==> src/rtl/dcache_controller.sv <==
// Data-cache controller for a 2-way, 16-set, 32-byte-line SRAM.
// Serves load/store hits in one cycle. On a miss it writes back a dirty
// victim, refills the line, and then replays the request as a hit.
module dcache_controller #(
    parameter int MEM_ADDR_W = 32,
    parameter int LINE_W     = 256,
    parameter int TAG_W      = 23
) (
    input  logic                  clk_i,
    input  logic                  rst_i,
    input  logic                  cpu_req_i,
    input  logic                  cpu_write_i,
    input  logic [MEM_ADDR_W-1:0] cpu_addr_i,
    input  logic [31:0]           cpu_data_i,
    output logic [31:0]           cpu_data_o,
    output logic                  cpu_stall_o,
    output logic                  sram_enable_o,
    output logic                  sram_write_o,
    output logic [3:0]            sram_index_o,
    output logic [TAG_W+1:0]      sram_tag_o,
    output logic [LINE_W-1:0]     sram_data_o,
    input  logic [TAG_W+1:0]      sram_tag_i,
    input  logic [LINE_W-1:0]     sram_data_i,
    input  logic                  sram_hit_i,
    output logic                  mem_enable_o,
    output logic                  mem_write_o,
    output logic [MEM_ADDR_W-1:0] mem_addr_o,
    output logic [LINE_W-1:0]     mem_data_o,
    input  logic [LINE_W-1:0]     mem_data_i,
    input  logic                  mem_ack_i
);

    typedef enum logic [2:0] {IDLE, MISS, WRITEBACK, READMISS, REFILL} state_t;

    state_t             state, next_state;
    logic               pulse_q;        // first cycle of a memory transaction
    logic [LINE_W-1:0]  line_q;         // victim line, then refill line
    logic [TAG_W-1:0]   victim_tag_q;

    logic [TAG_W-1:0]   tag;
    logic [3:0]         index;
    logic [7:0]         bit_off;
    logic [LINE_W-1:0]  merged;

    assign tag     = cpu_addr_i[MEM_ADDR_W-1:9];
    assign index   = cpu_addr_i[8:5];
    assign bit_off = {cpu_addr_i[4:2], 5'b0};

    // Byte offset within a word is irrelevant to word-granular accesses.
    wire unused_addr_bits = ^cpu_addr_i[1:0];

    // Store data merged into the hit line.
    always_comb begin
        merged = sram_data_i;
        merged[bit_off +: 32] = cpu_data_i;
    end

    // State, transaction-entry pulse and latched lines.
    always_ff @(posedge clk_i or posedge rst_i) begin
        if (rst_i) begin
            state        <= IDLE;
            pulse_q      <= 1'b0;
            line_q       <= '0;
            victim_tag_q <= '0;
        end else begin
            state   <= next_state;
            pulse_q <= (next_state == WRITEBACK && state != WRITEBACK) ||
                       (next_state == READMISS  && state != READMISS);
            if (state == MISS) begin
                line_q       <= sram_data_i;
                victim_tag_q <= sram_tag_i[TAG_W-1:0];
            end else if (state == READMISS && mem_ack_i) begin
                line_q <= mem_data_i;
            end
        end
    end

    // Next state and all outputs; every output is forced low during reset.
    always_comb begin
        next_state    = state;
        cpu_data_o    = '0;
        cpu_stall_o   = 1'b0;
        sram_enable_o = 1'b0;
        sram_write_o  = 1'b0;
        sram_index_o  = '0;
        sram_tag_o    = '0;
        sram_data_o   = '0;
        mem_enable_o  = 1'b0;
        mem_write_o   = 1'b0;
        mem_addr_o    = '0;
        mem_data_o    = '0;
        if (!rst_i) begin
            cpu_stall_o = cpu_req_i & ~(state == IDLE && sram_hit_i);
            if (cpu_req_i) begin
                sram_enable_o = 1'b1;
                sram_index_o  = index;
                sram_tag_o    = {1'b1, cpu_write_i, tag};
            end
            case (state)
                IDLE: begin
                    if (cpu_req_i && sram_hit_i) begin
                        if (cpu_write_i) begin
                            sram_write_o = 1'b1;
                            sram_tag_o   = {1'b1, 1'b1, tag};
                            sram_data_o  = merged;
                        end else begin
                            cpu_data_o = sram_data_i[bit_off +: 32];
                        end
                    end else if (cpu_req_i) begin
                        next_state = MISS;
                    end
                end
                MISS: begin
                    next_state = (sram_tag_i[TAG_W+1] && sram_tag_i[TAG_W])
                                 ? WRITEBACK : READMISS;
                end
                WRITEBACK: begin
                    mem_enable_o = pulse_q;
                    mem_write_o  = 1'b1;
                    mem_addr_o   = {victim_tag_q, index, 5'b0};
                    mem_data_o   = line_q;
                    if (mem_ack_i) next_state = READMISS;
                end
                READMISS: begin
                    mem_enable_o = pulse_q;
                    mem_addr_o   = {tag, index, 5'b0};
                    if (mem_ack_i) next_state = REFILL;
                end
                REFILL: begin
                    sram_enable_o = 1'b1;
                    sram_write_o  = 1'b1;
                    sram_index_o  = index;
                    sram_tag_o    = {1'b1, 1'b0, tag};
                    sram_data_o   = line_q;
                    next_state    = IDLE;
                end
                default: next_state = IDLE;
            endcase
        end
    end

endmodule
==> config.mk <==
export PLATFORM = sky130hd
export DESIGN_NAME = dcache_controller
export DESIGN_NICKNAME = d
export VERILOG_FILES = /design/src/rtl/dcache_controller.sv
export SDC_FILE = /design/constraint.sdc
export NUM_CORES = 1
export LEC_CHECK = 0
export ABC_AREA = 1
export ABC_CLOCK_PERIOD_IN_PS = 16000
export BUFFER_PORTS_ARGS = -buffer_cell sky130_fd_sc_hd__buf_2
export CAP_MARGIN = 25
export CORE_AREA = 4 4 468 470
export CTS_BUF_LIST = sky130_fd_sc_hd__clkbuf_8 sky130_fd_sc_hd__clkbuf_16
export CTS_CLUSTER_DIAMETER = 50
export CTS_CLUSTER_SIZE = 8
export DETAILED_ROUTE_END_ITERATION = 7
export DIE_AREA = 0 0 472 474
export PLACE_DENSITY = 0.3
export SETUP_SLACK_MARGIN = 0.1
export SLEW_MARGIN = 30
export SYNTH_ARGS = -nofsm -noshare
export SYNTH_HDL_FRONTEND = slang
export SYNTH_SLANG_ARGS = --single-unit
export TNS_END_PERCENT = 100
==> constraint.sdc <==
create_clock -name clk_i -period 16 [get_ports clk_i]
set_input_delay 2.4 -clock clk_i [delete_from_list [all_inputs] [get_ports clk_i]]
set_output_delay 2.4 -clock clk_i [all_outputs]
set_load 0.01 [all_outputs]
==> results.tsv <==
stage	metric	value	unit
yosys	Cell variety after synth	30	
yosys	xor and xnor area share after synthesis	0	%
power_and_ir_drop	Pint	2.96	mW
power_and_ir_drop	Flop pwr share	22.9	%
global_route	total track usage	24.2	%
power_and_ir_drop	switching power	2.55	mW
sta	RSZ-0062 raised after global routing	false	
global_route	largest net degree at the start of global routing	142	
yosys	multiplexer area fraction after synthesis	1.04	%
critical_path	Worst R2R Setup Slack	10.86	ns
route	DRC Markers	0	
yosys	Mapped Cells	4298	
route	Via Count	35400	
power_and_ir_drop	Comb pwr share	42.9	%
route	antenna-violating nets left	0	
placement	Buffers on Ports	1209	
die	Die X	472	µm
sta	Setup-failing EPs final	0	
critical_path	max incr delay on CP	0.57	ns
yosys	adder-cell share of the synthesized area	0.303	%
yosys	flops & latches, synth	283	
die	area of the core	214000	µm²
layout	synthesis-to-layout area growth	48.7	%
run	max-cap violations	0	
status	outcome	finished, final reports clean	
yosys	Synth Area in Compound Gates	25.7	%
placement	dpl hpwl	229000	µm
clocking	# resized after CTS	0	
global_route	number of antenna violations at the first check in global routing	97	
global_route	first-pass GRT wire length	360000	µm
yosys	Mean Syn Cell Area	5.77	µm²
layout	fraction of layout cells with a size suffix above 1	27.8	%
yosys	YS warnings	0	
clocking	CTS tree	yes	
sta	Clock Skews	0.0287	ns
power_and_ir_drop	Sw Share	46.3	%
sta	final worst path period need	9.03	ns
sta	Final Hold Vio Count	0	
die	num rows	170	
die	die outline height	474	µm
clocking	clk_lat worst skew	0.72	ns
critical_path	crit path cell chain	clkbuf_8, inv_2, ha_1, ha_1, inv_1, nand3_1, buf_4, inv_1, nand2_1, nand3_1, a21oi_1, buf_2	
yosys	Synth Cell Area	24800	µm²
global_route	vias in the first global route	34800	
critical_path	WP buf/inv	6	
sta	Final Cycle Share	56.4	%
critical_path	critical path's slowest cell	inv_1	
critical_path	critical path depth	12	
sta	setup TNS	0	ns
critical_path	CP required	13.60	ns
power_and_ir_drop	pwr dens	150	nW/µm²
sta	f_max	111	MHz
yosys	largest family of logic cells by synthesized area	simple AND/OR/NAND/NOR gates	
placement	placed cells	8072	
sta	Tightest Pin Transition	1.07	ns
clocking	Hold-fix buffers, CTS	0	
route	DR vias/cell	4.28	
route	final wirelength	283000	µm
placement	GP Congestion	0.893	
clocking	post-CTS setup buffers	0	
die	IO Pins	1217	
clocking	clock root buffer master	clkbuf_16	
critical_path	CP Class	in -> out	
clocking	H-tree depth	3	
sta	Max-Slew Margin vs Limit	28.5	%
power_and_ir_drop	VDD IR-drop max	0.0794	mV
clocking	CTS Sinks	283	
sta	fin. max-slew vios	0	
critical_path	CP endpoint kind	output pin	
critical_path	crit path launch type	primary input	
min_path	HP Class	reg -> reg	
min_path	Hold Crit Depth	1	
route	DRT Pass-1 Iters	5	
clocking	CTS max path bufs	3	
critical_path	critical path fanouts, max	47	
die	die area	224000	µm²
route	initial drt markers	2977	
route	wire length per cell	34.2	µm
power_and_ir_drop	Clock power frac	34.1	%
critical_path	CP Data Arrival Time	6.63	ns
clocking	clock-pin slew on the worst setup and hold paths	0.05	ns
yosys	sequential share of the synthesized area	28.6	%
critical_path	CP top delay family	buffers and inverters	
die	initial cell density of the core	11.6	%
clocking	CTS buffer count	86	
power_and_ir_drop	static leakage	18.7	nW
layout	Layout Nets	5937	
global_route	grt ovf	0	
yosys	Synth Area in Simple Gates	29.3	%
critical_path	R2R depth	11	
layout	fin cells	8270	
-- worst register-to-register path, stage by stage (launching register included) --
cell and delay [ns]:
dfrtp_1 0.41, inv_1 0.08, nor2_1 0.31, nand2_8 0.49, o21ai_4 0.55, buf_4 0.69
buf_4 0.78, buf_4 0.71, buf_4 0.45, buf_16 0.30, nand2_1 0.16, o21ai_0 0.10
-- flip-flops by register name (all words and copies together), names as in the netlist --
signal / cells
pulse_q: 1
state: 3
line_q: 256
victim_tag_q: 23
-- power by group through the flow --
stage	Clock [mW]	Sequential (mW)	Combinational (mW)
after detailed placement	0	1.27	2.38
after global placement	0	1.26	2.37
final	1.88	1.26	2.37
after CTS	1.93	1.26	2.39
after floorplan	0	1.22	1.34
after global routing	1.95	1.30	2.62
-- layout make-up --
type	instances	area (µm²)
Multi-Input combinational cell	3083	14100
Fill cell	25400	178000
Antenna cell	36	90.1
Tap cell	2838	3550
Clock inverter	50	599
Inverter	576	2190
Clock buffer	110	2490
Sequential cell	283	7080
Timing Repair Buffer	1294	6790
-- cells by family (layout without fill, tap and decap cells) --
kind of cell               count (synthesis)  in the layout
and+or+nand+nor                         1812           1812
AOI/OAI and AO/OA                       1237           1237
buffers and inverters                    936           2030
DFF                                      283            283
muxes                                     23             23
adders and majority gates                  6              6
other                                      1             41
-- routing by layer --
metal  wire length (µm)  global-route usage, %
met3              21200                   6.68
met4               9050                   6.95
met1             130000                   32.9
met2             122000                   37.3
met5                258                      0
-- synthesized netlist by cell type, drive strengths merged --
master | number | area, µm²
clkinv | 2 | 7.51
ha | 6 | 75.1
o21ai | 718 | 3600
dfrtp | 283 | 7080
inv | 574 | 2150
mux2 | 23 | 259
nand3 | 262 | 1320
nor4 | 1 | 6.26
clkbuf | 180 | 676
a31oi | 32 | 200
o22ai | 1 | 6.26
nor3 | 2 | 15.0
o211ai | 49 | 368
nand4 | 1 | 6.26
a21boi | 1 | 7.51
conb | 1 | 3.75
buf | 180 | 897
nand2 | 1213 | 4560
nand3b | 30 | 225
nor2 | 303 | 1140
a21oi | 436 | 2180
-- placed cells by master (no fill, tap or decap), types with 2 or more instances in the layout --
cell type / n
bufinv_16: 11
clkinvlp_4: 5
nor2_4: 2
dfrtp_1: 283
nor2_2: 3
nand3b_1: 30
clkbuf_16: 87
o21ai_2: 7
nand3_1: 258
o211ai_1: 49
inv_1: 576
a31oi_1: 32
buf_12: 3
nand3_2: 3
clkbuf_8: 24
nor2_1: 298
inv_2: 6
buf_16: 2
nand2_1: 1210
clkinv_2: 19
ha_1: 6
clkinv_8: 3
conb_1: 5
diode_2: 36
o21ai_1: 88
o21ai_0: 622
inv_8: 4
buf_4: 81
a21oi_1: 436
mux2_2: 23
buf_2: 1206
-- per-stage QoR --
step	total power [mW]	setup WS (ns)	hold slack (ns)	cell area, µm²	util (%)
after floorplan	2.56	2.87	0.480	24800	-
after global placement	3.63	6.86	0.492	33600	15.7
after detailed placement	3.65	6.85	0.494	33600	15.7
after CTS	5.58	6.85	0.507	36700	17.1
after global routing	5.88	6.71	0.526	36800	17.2
final	5.52	6.97	0.506	36900	17.2
-- path summary, 6_finish.rpt --
path	end	start
max in group asynchronous	victim_tag_q[9]$_DFFE_PP0P_	rst_i
min	victim_tag_q[10]$_DFFE_PP0P_	victim_tag_q[10]$_DFFE_PP0P_
min in group asynchronous	line_q[67]$_DFFE_PP0P_	rst_i
max reg2reg	line_q[194]$_DFFE_PP0P_	state[0]$_DFF_PP0_
max	sram_data_o[215]	cpu_addr_i[2]
min reg2reg	victim_tag_q[10]$_DFFE_PP0P_	victim_tag_q[10]$_DFFE_PP0P_
Power figures use the tool's default switching activity.
